$ cat src/rtl/an_code_pkg.sv
// an_code_pkg: AN-code constants and encoder state type, shared by the encoder, decoder and benches.
package an_code_pkg;
    localparam int A     = 29;
    localparam int A_W   = 5;
    localparam int N_W   = 23;
    localparam int AN_W  = N_W + A_W;
    localparam int CNT_W = $clog2(N_W);
    typedef enum logic [1:0] {IDLE, BUSY, DONE} state_t;
endpackage

$ cat src/rtl/an_encoder_seq_if.sv
// an_encoder_seq_if: input/output valid-ready handshakes of the AN encoder.
interface an_encoder_seq_if;
    import an_code_pkg::*;
    logic            in_valid;
    logic            in_ready;
    logic [N_W-1:0]  in_n;
    logic            out_valid;
    logic            out_ready;
    logic [AN_W-1:0] out_an;
    logic            out_res_err;
    logic            busy;
    modport slave  (input in_valid, in_n, out_ready, output in_ready, out_valid, out_an, out_res_err, busy);
    modport master (output in_valid, in_n, out_ready, input in_ready, out_valid, out_an, out_res_err, busy);
endinterface

$ cat src/rtl/an_encoder_seq_residue.sv
// an_residue_mod: combinational residue of an AN_W-bit word modulo A.
module an_residue_mod
    import an_code_pkg::*;
(
    input  logic [AN_W-1:0] v,
    output logic [A_W-1:0]  r
);
    assign r = A_W'(v % AN_W'(A));
endmodule

$ cat src/rtl/an_encoder_seq.sv
// an_encoder_seq: bit-serial shift-add AN encoder (out_an = in_n * A) with residue self-check.
module an_encoder_seq
    import an_code_pkg::*;
(
    input logic              clk,
    input logic              rst_n,
    an_encoder_seq_if.slave  bus
);
    state_t            state, state_nxt;
    logic [N_W-1:0]    sh;
    logic [AN_W-1:0]   acc, acc_nxt, an_q;
    logic [CNT_W-1:0]  cnt;
    logic [A_W-1:0]    res;
    logic              err_q, last;
    assign last          = cnt == CNT_W'(N_W - 1);
    assign bus.in_ready  = rst_n && state == IDLE;
    assign bus.out_valid = state == DONE;
    assign bus.busy      = state == BUSY;
    assign bus.out_an    = an_q;
    assign bus.out_res_err = err_q;
    always_comb begin
        acc_nxt   = acc + (sh[0] ? AN_W'(A) << cnt : '0);
        state_nxt = state == IDLE ? (bus.in_valid ? BUSY : IDLE)
                  : state == BUSY ? (last ? DONE : BUSY)
                  : (bus.out_ready ? IDLE : DONE);
    end
    // residue is taken on the final sum only, as it is latched into out_an
    an_residue_mod u_res (.v(acc_nxt), .r(res));
    always_ff @(posedge clk) begin
        if (!rst_n) begin
            state <= IDLE;
            acc   <= '0;
            sh    <= '0;
            cnt   <= '0;
            an_q  <= '0;
            err_q <= 1'b0;
        end else begin
            state <= state_nxt;
            if (state == IDLE && bus.in_valid) begin
                sh  <= bus.in_n;
                acc <= '0;
                cnt <= '0;
            end else if (state == BUSY) begin
                acc <= acc_nxt;
                sh  <= sh >> 1;
                cnt <= cnt + 1'b1;
                if (last) begin
                    an_q  <= acc_nxt;
                    err_q <= res != '0;
                end
            end
        end
    end
endmodule

$ cat src/flat_wrapper.sv
// flat-port wrapper written by rule: the top's interface ports become plain ports
module an_encoder_seq_flat import an_code_pkg::*;
  (clk, rst_n, bus_in_valid, bus_in_n, bus_out_ready, bus_in_ready, bus_out_valid, bus_out_an, bus_out_res_err, bus_busy);
  an_encoder_seq_if bus_i ();
  input logic clk;
  input logic rst_n;
  input wire logic [$bits(bus_i.in_valid)-1:0] bus_in_valid;
  input wire logic [$bits(bus_i.in_n)-1:0] bus_in_n;
  input wire logic [$bits(bus_i.out_ready)-1:0] bus_out_ready;
  output wire logic [$bits(bus_i.in_ready)-1:0] bus_in_ready;
  output wire logic [$bits(bus_i.out_valid)-1:0] bus_out_valid;
  output wire logic [$bits(bus_i.out_an)-1:0] bus_out_an;
  output wire logic [$bits(bus_i.out_res_err)-1:0] bus_out_res_err;
  output wire logic [$bits(bus_i.busy)-1:0] bus_busy;
  assign bus_i.in_valid = bus_in_valid;
  assign bus_i.in_n = bus_in_n;
  assign bus_i.out_ready = bus_out_ready;
  assign bus_in_ready = bus_i.in_ready;
  assign bus_out_valid = bus_i.out_valid;
  assign bus_out_an = bus_i.out_an;
  assign bus_out_res_err = bus_i.out_res_err;
  assign bus_busy = bus_i.busy;
  an_encoder_seq u_core (.clk(clk), .rst_n(rst_n), .bus(bus_i));
endmodule
$ cat config.mk
export PLATFORM = sky130hd
export DESIGN_NAME = an_encoder_seq_flat
export DESIGN_NICKNAME = d
export VERILOG_FILES = /design/src/rtl/an_code_pkg.sv /design/src/rtl/an_encoder_seq_if.sv /design/src/rtl/an_encoder_seq_residue.sv /design/src/rtl/an_encoder_seq.sv /design/src/flat_wrapper.sv
export SDC_FILE = /design/constraint.sdc
export NUM_CORES = 1
export LEC_CHECK = 0
export CELL_PAD_IN_SITES_DETAIL_PLACEMENT = 0
export CELL_PAD_IN_SITES_GLOBAL_PLACEMENT = 1
export CORE_ASPECT_RATIO = 0.75
export CORE_UTILIZATION = 46
export CTS_CLUSTER_SIZE = 14
export DETAILED_ROUTE_END_ITERATION = 10
export PLACE_DENSITY_LB_ADDON = 0.1
export RECOVER_POWER = 25
export SLEW_MARGIN = 15
export SYNTH_ARGS = -nofsm -noshare
export SYNTH_HDL_FRONTEND = slang
export SYNTH_SLANG_ARGS = --single-unit
$ cat constraint.sdc
create_clock -name clk -period 20 [get_ports clk]
set_input_delay 4 -clock clk [delete_from_list [all_inputs] [get_ports clk]]
set_output_delay 4 -clock clk [all_outputs]
set_load 0.02 [all_outputs]
==> results of run 1 <==
## critical path: cells and delay by family (launching register included)
kind            cells  cell delay (ns)
mux                 2             0.24
buf+inv             4             0.69
flops               1             0.50
compound gates     39            10.12
fa+ha+maj           4             1.06
xor+xnor            2             0.30
simple gates       22             5.78
## cell usage after synthesis, drive strengths merged, types with 23 or more instances
| cell type | n | area, um^2 |
|---|---|---|
| and2 | 50 | 317.8 |
| nor2 | 149 | 569.3 |
| a21o | 25 | 195.2 |
| nor3 | 35 | 185.2 |
| nand2 | 213 | 799.5 |
| inv | 31 | 116.4 |
| o211ai | 24 | 185.2 |
| a22oi | 32 | 240.2 |
| dfxtp | 87 | 1742 |
| nand3 | 35 | 180.2 |
| a31oi | 23 | 195.2 |
| xnor2 | 55 | 496.7 |
| a21boi | 33 | 259.0 |
| a211oi | 27 | 220.2 |
| ha | 39 | 488.0 |
| mux2i | 24 | 240.2 |
| xor2 | 28 | 260.3 |
| o21ai | 136 | 691.9 |
| clkbuf | 74 | 279.0 |
| a21oi | 115 | 586.8 |
## registers in the layout (all words and copies together) (netlist names)
signal	flops
u_core.acc	28
u_core.bus.out_an	28
u_core.bus.out_res_err	1
u_core.cnt	5
u_core.sh	23
u_core.state	2
## worst max-delay path by stage
stage	from	end	slack, ns	depth (start not counted)
finish	u_core.cnt[0]$_SDFFE_PP0P_	u_core.bus.out_res_err$_SDFFE_PN0P_	1.13	73
global route	u_core.cnt[4]$_SDFFE_PP0P_	u_core.bus.out_res_err$_SDFFE_PN0P_	-0.04	76
CTS	u_core.cnt[4]$_SDFFE_PP0P_	u_core.bus.out_res_err$_SDFFE_PN0P_	0.72	72
detailed placement	u_core.cnt[4]$_SDFFE_PP0P_	u_core.bus.out_res_err$_SDFFE_PN0P_	0.79	72
global placement	u_core.cnt[4]$_SDFFE_PP0P_	u_core.bus.out_res_err$_SDFFE_PN0P_	1.01	74
floorplan	u_core.cnt[4]$_SDFFE_PP0P_	u_core.bus.out_res_err$_SDFFE_PN0P_	2.60	77
## logic make-up after synthesis
kind of cell,share of synthesized area [%]
AO/OA/AOI/OAI,39.19
AND/OR/NAND/NOR,25.85
buffers and inverters,4.707
flip-flops,16.02
XOR/XNOR,6.962
adder cells (fa/ha/maj),4.856
multiplexers,2.417
## per-layer routing
metal | GRT usage, % | share of wire (%) | vias up
li1 | - | - | 5914
met1 | 37.42 | 48 | 5481
met2 | 41.51 | 44 | 428
met3 | 3.790 | 6.1 | 55
met4 | 7.519 | 2.0 | 0
met5 | 0 | 0 | -
## through the flow
| step | total power (uW) | hold WS (ns) | setup TNS, ns | utilization, % |
|---|---|---|---|---|
| after floorplan | 1621 | 0.4406 | 0 | - |
| after global placement | 2232 | 0.4499 | 0 | 52.12 |
| after detailed placement | 2221 | 0.4556 | 0 | 52.12 |
| after CTS | 2421 | 0.4657 | 0 | 53.52 |
| after global routing | 2716 | 0.4762 | -0.04039 | 54.25 |
| final | 2457 | 0.4643 | 0 | 54.25 |
## repair_timing
item / 4_1_cts / 5_1_grt
hold endpoints to repair: 0 / 0
setup endpoints to repair: 0 / 1
buffers inserted: 0 / 5
gates resized for setup: 0 / 26
## final cells by class
type / count / area, um^2 / share of cell area [%]
clock buffers: 9 / 225.2 / 1.796
clock inverters: 7 / 97.59 / 0.7781
inverters: 31 / 116.4 / 0.9277
multi-input cells: 1338 / 8768 / 69.91
flip-flops and latches: 87 / 1743 / 13.90
well taps: 300 / 375.4 / 2.993
repair buffers: 144 / 1217 / 9.706
## power by group
group | total, uW | internal, uW | switching, uW
Combinational | 2090 | 959 | 1130
Sequential | 180 | 177 | 2.86
Clock | 188 | 101 | 86.5
Total | 2460 | 1240 | 1220
==> metrics.txt, run 1 <==
# TYPE chip_impl_metric gauge
chip_impl_info{name="cp_common_cell",value="ha_1"} 1
chip_impl_metric{name="hold_violations",unit=""} 0
chip_impl_metric{name="initialDrtViolationCount",unit=""} 1063
chip_impl_metric{name="route.detailed.drc",unit=""} 1
chip_impl_metric{name="drive_gt1_share",unit="%"} 11.20
chip_impl_metric{name="timing.max_cap.violations",unit=""} 1
chip_impl_metric{name="path_clk_slew",unit="ns"} 0.08
chip_impl_metric{name="antenna_cells_inserted",unit=""} 0
chip_impl_metric{name="synth_enable_flop_cells",unit=""} 0
chip_impl_info{name="r2r-start",value="u_core.cnt[0]$_SDFFE_PP0P_"} 1
chip_impl_info{name="min_path_type",value="flop to flop"} 1
chip_impl_metric{name="cts_max_path_buffers",unit=""} 2
chip_impl_metric{name="detailed_place_hpwl",unit="um"} 23840
chip_impl_metric{name="p_leak",unit="uW"} 0.004755
chip_impl_info{name="critPathKind",value="flop to flop"} 1
chip_impl_metric{name="placed_area",unit="mm^2"} 0.01205
chip_impl_metric{name="timing.critical_path.arrival",unit="ns"} 19.09
chip_impl_metric{name="layout_min_cycle_time",unit="ns"} 18.87
chip_impl_metric{name="die_width",unit="um"} 179.5
chip_impl_metric{name="design_area",unit="mm^2"} 0.01254
chip_impl_info{name="min_from",value="u_core.acc[7]$_SDFFE_PP0P_"} 1
chip_impl_metric{name="antenna_violations_before_repair",unit=""} 1
chip_impl_metric{name="synth-warning-count",unit=""} 0
chip_impl_metric{name="cts_buffers",unit=""} 9
chip_impl_metric{name="wl_per_cell",unit="um"} 17.05
chip_impl_metric{name="setup_viol_count_final",unit=""} 0
chip_impl_metric{name="tightestPinTransition",unit="ns"} 2.527
chip_impl_metric{name="worst-r2r-setup-slack",unit="ns"} 1.13
chip_impl_metric{name="grt_usage",unit="%"} 26.39
chip_impl_metric{name="hold_buffers",unit=""} 0
chip_impl_metric{name="place.gp.congestion",unit=""} 1.000
chip_impl_metric{name="synth.lib_cells_used.distinct",unit=""} 115
chip_impl_metric{name="number_of_core_rows",unit=""} 48
chip_impl_info{name="layout_common_cells",value="nand2_1 (213), nor2_1 (144), o21ai_0 (116)"} 1
chip_impl_info{name="synthFlopType",value="dfxtp_1"} 1
chip_impl_metric{name="clock_insertion_delay_worst_skew",unit="ns"} 0.36
chip_impl_metric{name="clock-sinks",unit=""} 87
chip_impl_info{name="layout_commonest_cell",value="nand2_1"} 1
chip_impl_metric{name="crit_path_max_fanout",unit=""} 13
chip_impl_metric{name="vias",unit=""} 11880
chip_impl_metric{name="areaGrowthSynthToFinish",unit="%"} 15.36
chip_impl_info{name="violations",value="DRC, capacitance limit, slew limit"} 1
chip_impl_metric{name="count_of_h_tree_levels_built_during_cts",unit=""} 3
chip_impl_metric{name="grt_overflow_total",unit=""} 0
chip_impl_metric{name="route.final.wire_length",unit="um"} 32670
chip_impl_metric{name="dieHeight",unit="um"} 135.1
chip_impl_metric{name="ff2ff_path_depth",unit=""} 73
chip_impl_metric{name="initial_core_utilization",unit="%"} 47.02
chip_impl_metric{name="worst_vdd_rail_ir_drop",unit="mV"} 0.6862
chip_impl_metric{name="power-per-cell-area",unit="mW/mm^2"} 195.9
chip_impl_metric{name="via_count_of_the_first_global_routing_pass",unit=""} 10520
chip_impl_metric{name="synth_nets",unit=""} 1617
chip_impl_metric{name="final_critical_path_setup_slack",unit="ns"} 1.128
chip_impl_info{name="setup_crit_end_kind",value="flop"} 1
chip_impl_metric{name="drt_first_pass_iters",unit=""} 11
chip_impl_metric{name="ys_seq_elements",unit=""} 87
chip_impl_info{name="outcome",value="finished with violations"} 1
chip_impl_metric{name="worstPathRequired",unit="ns"} 20.21
chip_impl_metric{name="layout.filler_cells",unit=""} 2201
chip_impl_info{name="r2r_end",value="u_core.bus.out_res_err$_SDFFE_PN0P_"} 1
chip_impl_metric{name="synth_async_sr_flop_share",unit="%"} 0
chip_impl_metric{name="post_route_fraction_of_the_period_consumed_by_the_critical_path",unit="%"} 94.36
chip_impl_metric{name="post_synth_instance_area",unit="mm^2"} 0.01087
chip_impl_metric{name="buffer_ports.inserted",unit=""} 58
chip_impl_metric{name="antenna_violating_nets_post_route",unit=""} 0
chip_impl_metric{name="grt_first_pass_wirelength",unit="um"} 53390
chip_impl_info{name="cts_tree",value="done"} 1
chip_impl_metric{name="synth_seq_area_share",unit="%"} 16.02
chip_impl_metric{name="min_path_cells",unit=""} 2
chip_impl_metric{name="synth_area_per_inst",unit="um^2"} 7.015
chip_impl_info{name="slowest_stage",value="nor3_1"} 1
chip_impl_metric{name="crit_path_max_incr_delay",unit="ns"} 0.86
chip_impl_metric{name="coreArea",unit="mm^2"} 0.02312
chip_impl_metric{name="skew",unit="ns"} 0.01262
chip_impl_metric{name="die_area",unit="mm^2"} 0.02426
chip_impl_info{name="worstHoldEndpoint",value="u_core.acc[7]$_SDFFE_PP0P_"} 1
chip_impl_info{name="critPathLaunchType",value="flop"} 1
chip_impl_metric{name="max-slew-margin-rel",unit="%"} -68.45
chip_impl_metric{name="vias_per_cell",unit=""} 6.199
chip_impl_metric{name="place.detailed.instances",unit=""} 1895
chip_impl_info{name="clock-root-buffer",value="clkbuf_16"} 1
chip_impl_metric{name="boundaryPins",unit=""} 59
chip_impl_metric{name="pin_count_of_the_biggest_net_entering_global_routing",unit=""} 58
chip_impl_metric{name="fin_nets",unit=""} 1678
chip_impl_metric{name="timing.fmax",unit="MHz"} 52.99
chip_impl_metric{name="syn-instance-count",unit=""} 1550
chip_impl_metric{name="place_worst_setup_slack",unit="ns"} 0.7878
chip_impl_metric{name="timing.final.max_slew_violations",unit=""} 57
chip_impl_metric{name="final_non_filler_cell_total",unit=""} 1916
(Power assumes the default switching activity.)
==> inputs of run 2 (changes only) <==
PLACE_DENSITY = 0.83   (was unset)
PLACE_DENSITY_LB_ADDON = unset   (was 0.1)
==> run 2 against run 1 <==
The run still ends with DRC, capacitance limit, slew limit left. Utilization barely moved. Critical path depth fell by 2. Clock skew rose by 0.0089 ns. Fmax fell by 0.46%. Flip-flop and latch count did not move. Global-route usage fell by 0.33 points. Wire length barely moved. Cell count fell by 1.3%. Via count rose by 0.76%. First-iteration DRC count rose by 2.6%. Sequential share of layout area barely moved. Largest cell class unchanged. Largest power group unchanged.
==> metrics.txt, run 2 (synthesized netlist as in run 1, its figures left out) <==
# TYPE chip_impl_metric gauge
chip_impl_info{name="outcome",value="finished with violations"} 1
chip_impl_info{name="violations",value="DRC, capacitance limit, slew limit"} 1
chip_impl_info{name="min_from",value="u_core.acc[0]$_SDFFE_PP0P_"} 1
chip_impl_info{name="clock-root-buffer",value="clkbuf_16"} 1
chip_impl_info{name="layout_common_cells",value="nand2_1 (213), nor2_1 (142), o21ai_0 (115)"} 1
chip_impl_metric{name="initialDrtViolationCount",unit=""} 1091
chip_impl_metric{name="path_clk_slew",unit="ns"} 0.08
chip_impl_metric{name="number_of_core_rows",unit=""} 48
chip_impl_metric{name="post_route_fraction_of_the_period_consumed_by_the_critical_path",unit="%"} 94.80
chip_impl_metric{name="ff2ff_path_depth",unit=""} 71
chip_impl_metric{name="grt_usage",unit="%"} 26.06
chip_impl_metric{name="die_width",unit="um"} 179.5
chip_impl_metric{name="antenna_cells_inserted",unit=""} 0
chip_impl_info{name="cts_tree",value="done"} 1
chip_impl_metric{name="count_of_h_tree_levels_built_during_cts",unit=""} 3
chip_impl_metric{name="areaGrowthSynthToFinish",unit="%"} 15.28
chip_impl_metric{name="drt_first_pass_iters",unit=""} 8
chip_impl_metric{name="p_leak",unit="uW"} 0.004665
chip_impl_metric{name="worst_vdd_rail_ir_drop",unit="mV"} 0.6323
chip_impl_metric{name="grt_first_pass_wirelength",unit="um"} 52860
chip_impl_metric{name="cts_buffers",unit=""} 9
chip_impl_metric{name="fin_nets",unit=""} 1654
chip_impl_metric{name="min_path_cells",unit=""} 2
chip_impl_info{name="r2r-start",value="u_core.sh[0]$_SDFFE_PN0P_"} 1
chip_impl_metric{name="antenna_violations_before_repair",unit=""} 0
chip_impl_info{name="slowest_stage",value="or4_1"} 1
chip_impl_metric{name="skew",unit="ns"} 0.02150
chip_impl_metric{name="layout_min_cycle_time",unit="ns"} 18.96
chip_impl_metric{name="hold_violations",unit=""} 0
chip_impl_metric{name="antenna_violating_nets_post_route",unit=""} 0
chip_impl_info{name="worstHoldEndpoint",value="u_core.acc[0]$_SDFFE_PP0P_"} 1
chip_impl_metric{name="worst-r2r-setup-slack",unit="ns"} 1.04
chip_impl_metric{name="grt_overflow_total",unit=""} 0
chip_impl_metric{name="coreArea",unit="mm^2"} 0.02312
chip_impl_metric{name="timing.final.max_slew_violations",unit=""} 57
chip_impl_metric{name="boundaryPins",unit=""} 59
chip_impl_metric{name="place.gp.congestion",unit=""} 0.9834
chip_impl_metric{name="timing.fmax",unit="MHz"} 52.74
chip_impl_metric{name="total_design_power",unit="uW"} 2406
chip_impl_metric{name="vias_per_cell",unit=""} 6.326
chip_impl_metric{name="cts_max_path_buffers",unit=""} 2
chip_impl_metric{name="via_count_of_the_first_global_routing_pass",unit=""} 10430
chip_impl_metric{name="setup_viol_count_final",unit=""} 0
chip_impl_metric{name="max-slew-margin-rel",unit="%"} -55.77
chip_impl_metric{name="place.detailed.instances",unit=""} 1868
chip_impl_metric{name="dieHeight",unit="um"} 135.1
chip_impl_metric{name="clock-sinks",unit=""} 87
chip_impl_metric{name="crit_path_max_fanout",unit=""} 11
chip_impl_metric{name="worstPathRequired",unit="ns"} 20.23
chip_impl_metric{name="final_non_filler_cell_total",unit=""} 1892
chip_impl_info{name="r2r_end",value="u_core.bus.out_res_err$_SDFFE_PN0P_"} 1
chip_impl_metric{name="route.final.wire_length",unit="um"} 32700
chip_impl_metric{name="pin_count_of_the_biggest_net_entering_global_routing",unit=""} 59
chip_impl_metric{name="wl_per_cell",unit="um"} 17.29
chip_impl_info{name="min_path_type",value="flop to flop"} 1
chip_impl_info{name="critPathLaunchType",value="flop"} 1
chip_impl_info{name="layout_commonest_cell",value="nand2_1"} 1
chip_impl_metric{name="hold_buffers",unit=""} 0
chip_impl_metric{name="buffer_ports.inserted",unit=""} 58
chip_impl_metric{name="power-per-cell-area",unit="mW/mm^2"} 191.9
chip_impl_info{name="setup_crit_end_kind",value="flop"} 1
chip_impl_metric{name="vias",unit=""} 11970
chip_impl_metric{name="clock_insertion_delay_worst_skew",unit="ns"} 0.38
chip_impl_info{name="critPathKind",value="flop to flop"} 1
chip_impl_metric{name="timing.critical_path.arrival",unit="ns"} 19.19
chip_impl_metric{name="die_area",unit="mm^2"} 0.02426
chip_impl_metric{name="initial_core_utilization",unit="%"} 47.02
chip_impl_metric{name="crit_path_max_incr_delay",unit="ns"} 0.57
chip_impl_metric{name="route.detailed.drc",unit=""} 1
chip_impl_metric{name="detailed_place_hpwl",unit="um"} 23560
chip_impl_metric{name="drive_gt1_share",unit="%"} 11.37
chip_impl_metric{name="timing.max_cap.violations",unit=""} 1
chip_impl_metric{name="tightestPinTransition",unit="ns"} 2.337
[run 2: cell type report]
cell class / instances / area (um^2)
clock buffer: 9 / 225.2
clock inverter: 7 / 86.33
fill: 2239 / 10590
inverter: 31 / 116.4
multi-input combinational: 1338 / 8932
sequential: 87 / 1747
tap: 300 / 375.4
timing repair buffer: 120 / 1052
[run 2: repair_timing]
item	CTS	global route
endpoints found under the setup margin	0	1
buffers inserted	0	8
hold endpoints to repair	0	0
resized for setup	0	57
[run 2: through the flow]
step	hold slack, ns	setup slack (ns)	setup TNS [ns]	cell area, um^2	utilization [%]
detailed placement	0.4512	0.5024	0	11850	51.26
floorplan	0.4406	2.603	0	10870	-
global route	0.4753	-0.1145	-0.1145	12530	54.21
CTS	0.4632	0.4408	0	12160	52.60
finish	0.4638	1.040	0	12530	54.21
global placement	0.4469	0.8696	0	11850	51.26
[run 2: how the worst max path moves through the flow]
| stage | slack (ns) | to | depth (start not counted) | from |
|---|---|---|---|---|
| CTS | 0.44 | u_core.bus.out_res_err$_SDFFE_PN0P_ | 69 | u_core.cnt[4]$_SDFFE_PP0P_ |
| global placement | 0.87 | u_core.bus.out_res_err$_SDFFE_PN0P_ | 69 | u_core.cnt[4]$_SDFFE_PP0P_ |
| finish | 1.04 | u_core.bus.out_res_err$_SDFFE_PN0P_ | 71 | u_core.sh[0]$_SDFFE_PN0P_ |
| detailed placement | 0.50 | u_core.bus.out_res_err$_SDFFE_PN0P_ | 70 | u_core.cnt[4]$_SDFFE_PP0P_ |
| global route | -0.11 | u_core.bus.out_res_err$_SDFFE_PN0P_ | 70 | u_core.sh[0]$_SDFFE_PN0P_ |
| floorplan | 2.60 | u_core.bus.out_res_err$_SDFFE_PN0P_ | 77 | u_core.cnt[4]$_SDFFE_PP0P_ |
[run 2: metal layers]
| layer | GRT usage, % | wire, um | vias up |
|---|---|---|---|
| li1 | - | - | 5848 |
| met1 | 37.43 | 15560 | 5604 |
| met2 | 40.93 | 14420 | 465 |
| met3 | 3.737 | 2164 | 51 |
| met4 | 6.226 | 561 | 0 |
| met5 | 0 | 0 | - |
[run 2: power breakdown]
group / internal [uW] / switching [uW] / leakage, uW
sequential: 177 / 3.00 / 0.000707
combinational: 912 / 1130 / 0.00381
clock: 89.9 / 93.3 / 0.000151
[run 2: worst max-delay path, delay by kind of cell, from the launching register on]
| family | cells | cell delay (ns) |
|---|---|---|
| flip-flops | 1 | 0.45 |
| XOR/XNOR | 3 | 0.89 |
| adder cells (fa/ha/maj) | 3 | 0.82 |
| buffers and inverters | 3 | 0.44 |
| AO/OA/AOI/OAI | 37 | 10.01 |
| AND/OR/NAND/NOR | 21 | 5.25 |
| multiplexers | 4 | 0.91 |
==> inputs of run 3 (changes only) <==
REMOVE_ABC_BUFFERS = 1   (was unset)
==> run 3 against run 2 <==
Largest power group unchanged. Utilization increased by 0.26 points. Cell count is 2.2% higher. The flow still finishes with violations (DRC, capacitance limit, slew limit). Clock-buffer cell count up 1. Critical endpoint unchanged. Sequential power barely moved. Combinational power rose by 7%. Critical path depth is 1 higher. Die area unchanged.
==> metrics.txt, run 3 (synthesized netlist as in run 1, its figures left out) <==
# TYPE chip_impl_metric gauge
chip_impl_info{name="outcome",value="finished with violations"} 1
chip_impl_info{name="violations",value="DRC, capacitance limit, slew limit"} 1
chip_impl_metric{name="p_int",unit="uW"} 1271
chip_impl_metric{name="hold_violations",unit=""} 0
chip_impl_metric{name="antenna_violations_before_repair",unit=""} 0
chip_impl_metric{name="antenna_cells_inserted",unit=""} 0
chip_impl_metric{name="path_clk_slew",unit="ns"} 0.07
chip_impl_metric{name="power_frac_seq",unit="%"} 7.1
chip_impl_metric{name="route.final.wire_length",unit="um"} 32880
chip_impl_metric{name="skew",unit="ns"} 0.009644
chip_impl_metric{name="pin_count_of_the_biggest_net_entering_global_routing",unit=""} 58
chip_impl_metric{name="vias_per_cell",unit=""} 6.201
chip_impl_metric{name="timing.max_cap.violations",unit=""} 1
chip_impl_metric{name="timing.fmax",unit="MHz"} 53.09
chip_impl_metric{name="crit_path_max_incr_delay",unit="ns"} 0.56
chip_impl_metric{name="worst_vdd_rail_ir_drop",unit="mV"} 0.4012
chip_impl_metric{name="die_width",unit="um"} 179.5
chip_impl_metric{name="initialDrtViolationCount",unit=""} 1222
chip_impl_metric{name="initial_core_utilization",unit="%"} 47.02
chip_impl_metric{name="drt_first_pass_iters",unit=""} 9
chip_impl_metric{name="cts-resized-gates",unit=""} 0
chip_impl_metric{name="cts_setup_buffers",unit=""} 0
chip_impl_metric{name="clock-sinks",unit=""} 87
chip_impl_metric{name="number_of_core_rows",unit=""} 48
chip_impl_metric{name="areaGrowthSynthToFinish",unit="%"} 15.83
chip_impl_metric{name="worstPathRequired",unit="ns"} 20.21
chip_impl_metric{name="share_comb_of_total_power",unit="%"} 85.6
chip_impl_info{name="critPathKind",value="flop to flop"} 1
chip_impl_info{name="min_path_type",value="flop to flop"} 1
chip_impl_metric{name="p_leak",unit="uW"} 0.004810
chip_impl_metric{name="coreArea",unit="mm^2"} 0.02312
chip_impl_metric{name="fin_nets",unit=""} 1695
chip_impl_metric{name="wl_per_cell",unit="um"} 17.01
chip_impl_metric{name="count_of_h_tree_levels_built_during_cts",unit=""} 3
chip_impl_info{name="layout_common_cells",value="nand2_1 (213), nor2_1 (144), o21ai_0 (117)"} 1
chip_impl_metric{name="tightestPinTransition",unit="ns"} 2.387
chip_impl_info{name="slowest_stage",value="xnor2_1"} 1
chip_impl_metric{name="post_route_fraction_of_the_period_consumed_by_the_critical_path",unit="%"} 94.18
chip_impl_metric{name="clock_insertion_delay_worst_skew",unit="ns"} 0.36
chip_impl_info{name="critPathLaunchType",value="flop"} 1
chip_impl_metric{name="final_critical_path_setup_slack",unit="ns"} 1.163
chip_impl_metric{name="place.gp.congestion",unit=""} 0.9438
chip_impl_metric{name="via_count_of_the_first_global_routing_pass",unit=""} 10560
chip_impl_metric{name="detailed_place_hpwl",unit="um"} 24260
chip_impl_metric{name="place_worst_setup_slack",unit="ns"} 0.8656
chip_impl_metric{name="route.detailed.drc",unit=""} 4
chip_impl_metric{name="netSwitchingFraction",unit="%"} 50.04
chip_impl_metric{name="final_non_filler_cell_total",unit=""} 1933
chip_impl_metric{name="power.net_switching",unit="uW"} 1273
chip_impl_metric{name="timing.final.max_slew_violations",unit=""} 56
chip_impl_metric{name="power-per-cell-area",unit="mW/mm^2"} 201.9
chip_impl_metric{name="drive_gt1_share",unit="%"} 11.70
chip_impl_metric{name="grt_usage",unit="%"} 26.24
chip_impl_metric{name="die_area",unit="mm^2"} 0.02426
chip_impl_metric{name="crit_path_max_fanout",unit=""} 21
chip_impl_info{name="clock-root-buffer",value="clkbuf_16"} 1
chip_impl_metric{name="place.detailed.instances",unit=""} 1917
chip_impl_metric{name="cts_max_path_buffers",unit=""} 2
chip_impl_metric{name="layout_min_cycle_time",unit="ns"} 18.84
chip_impl_metric{name="max-slew-margin-rel",unit="%"} -59.14
chip_impl_metric{name="antenna_violating_nets_post_route",unit=""} 0
chip_impl_metric{name="vias",unit=""} 11990
chip_impl_metric{name="boundaryPins",unit=""} 59
chip_impl_metric{name="setup_viol_count_final",unit=""} 0
chip_impl_metric{name="grt_overflow_total",unit=""} 0
chip_impl_metric{name="dieHeight",unit="um"} 135.1
chip_impl_info{name="layout_commonest_cell",value="nand2_1"} 1
chip_impl_metric{name="timing.critical_path.arrival",unit="ns"} 19.04
chip_impl_info{name="cts_tree",value="done"} 1
chip_impl_metric{name="buffer_ports.inserted",unit=""} 58
chip_impl_metric{name="cts_buffers",unit=""} 9
chip_impl_metric{name="hold_buffers",unit=""} 0
chip_impl_metric{name="clock_power_share",unit="%"} 7.3
chip_impl_metric{name="grt_first_pass_wirelength",unit="um"} 53300
chip_impl_info{name="setup_crit_end_kind",value="flop"} 1
==> run 3: cell count changes in the layout (fill, tap and decap cells not counted), sizes merged <==
cell and change:
bufinv +1, clkinvlp +1, buf +40, clkbuf +2, inv -3
==> run 3: per-layer routing <==
| metal | vias up | GRT usage, % | routed length, um |
|---|---|---|---|
| met5 | - | 0 | 0 |
| met4 | 0 | 5.316 | 359 |
| met3 | 35 | 4.919 | 2435 |
| met2 | 454 | 38.15 | 13350 |
| met1 | 5564 | 39.64 | 16740 |
| li1 | 5934 | - | - |
==> run 3: worst paths after layout <==
kind / start / to / slack, ns / cells past startpoint
max: u_core.cnt[4]$_SDFFE_PP0P_ / u_core.bus.out_res_err$_SDFFE_PN0P_ / 1.16 / 72
min: u_core.acc[15]$_SDFFE_PP0P_ / u_core.acc[15]$_SDFFE_PP0P_ / 0.47 / 2
max reg2reg: u_core.cnt[4]$_SDFFE_PP0P_ / u_core.bus.out_res_err$_SDFFE_PN0P_ / 1.16 / 72
min reg2reg: u_core.acc[15]$_SDFFE_PP0P_ / u_core.acc[15]$_SDFFE_PP0P_ / 0.47 / 2
==> run 3: cell type report <==
type,instances,area (um^2)
inverter,31,116.4
multi-input combinational,1338,8707
clock inverter,6,80.08
tap,300,375.4
sequential,87,1743
timing repair buffer,161,1344
clock buffer,10,229.0
fill,2190,10530
==> run 3: worst max-delay path: cells and delay by family, from the launching register on <==
kind                       cells  cell delay [ns]
xor gates and xnor gates       2             0.65
buffers and inverters          5             0.88
AOI/OAI and AO/OA             37             9.19
DFF                            1             0.40
and+or+nand+nor               19             4.99
muxes                          5             1.35
adders and majority gates      4             1.19
==> run 3: per-stage QoR <==
stage	hold WS [ns]	setup TNS, ns	total power (uW)	area (um^2)	utilization [%]
after floorplan	0.4406	0	1586	10480	-
after global placement	0.4510	0	2309	12220	52.84
after detailed placement	0.4567	0	2308	12220	52.84
after CTS	0.4710	0	2511	12530	54.17
after global routing	0.4869	-0.02749	2759	12590	54.47
final	0.4671	0	2543	12590	54.47
==> run 3: power by group through the flow <==
| stage | registers, uW | logic (uW) | clock network [uW] |
|---|---|---|---|
| 2_1_floorplan | 184 | 1400 | 0 |
| 3_3_place_gp | 184 | 2120 | 0 |
| 3_5_place_dp | 185 | 2120 | 0 |
| 4_1_cts | 180 | 2140 | 190 |
| 5_1_grt | 181 | 2380 | 196 |
| 6_report | 180 | 2180 | 185 |
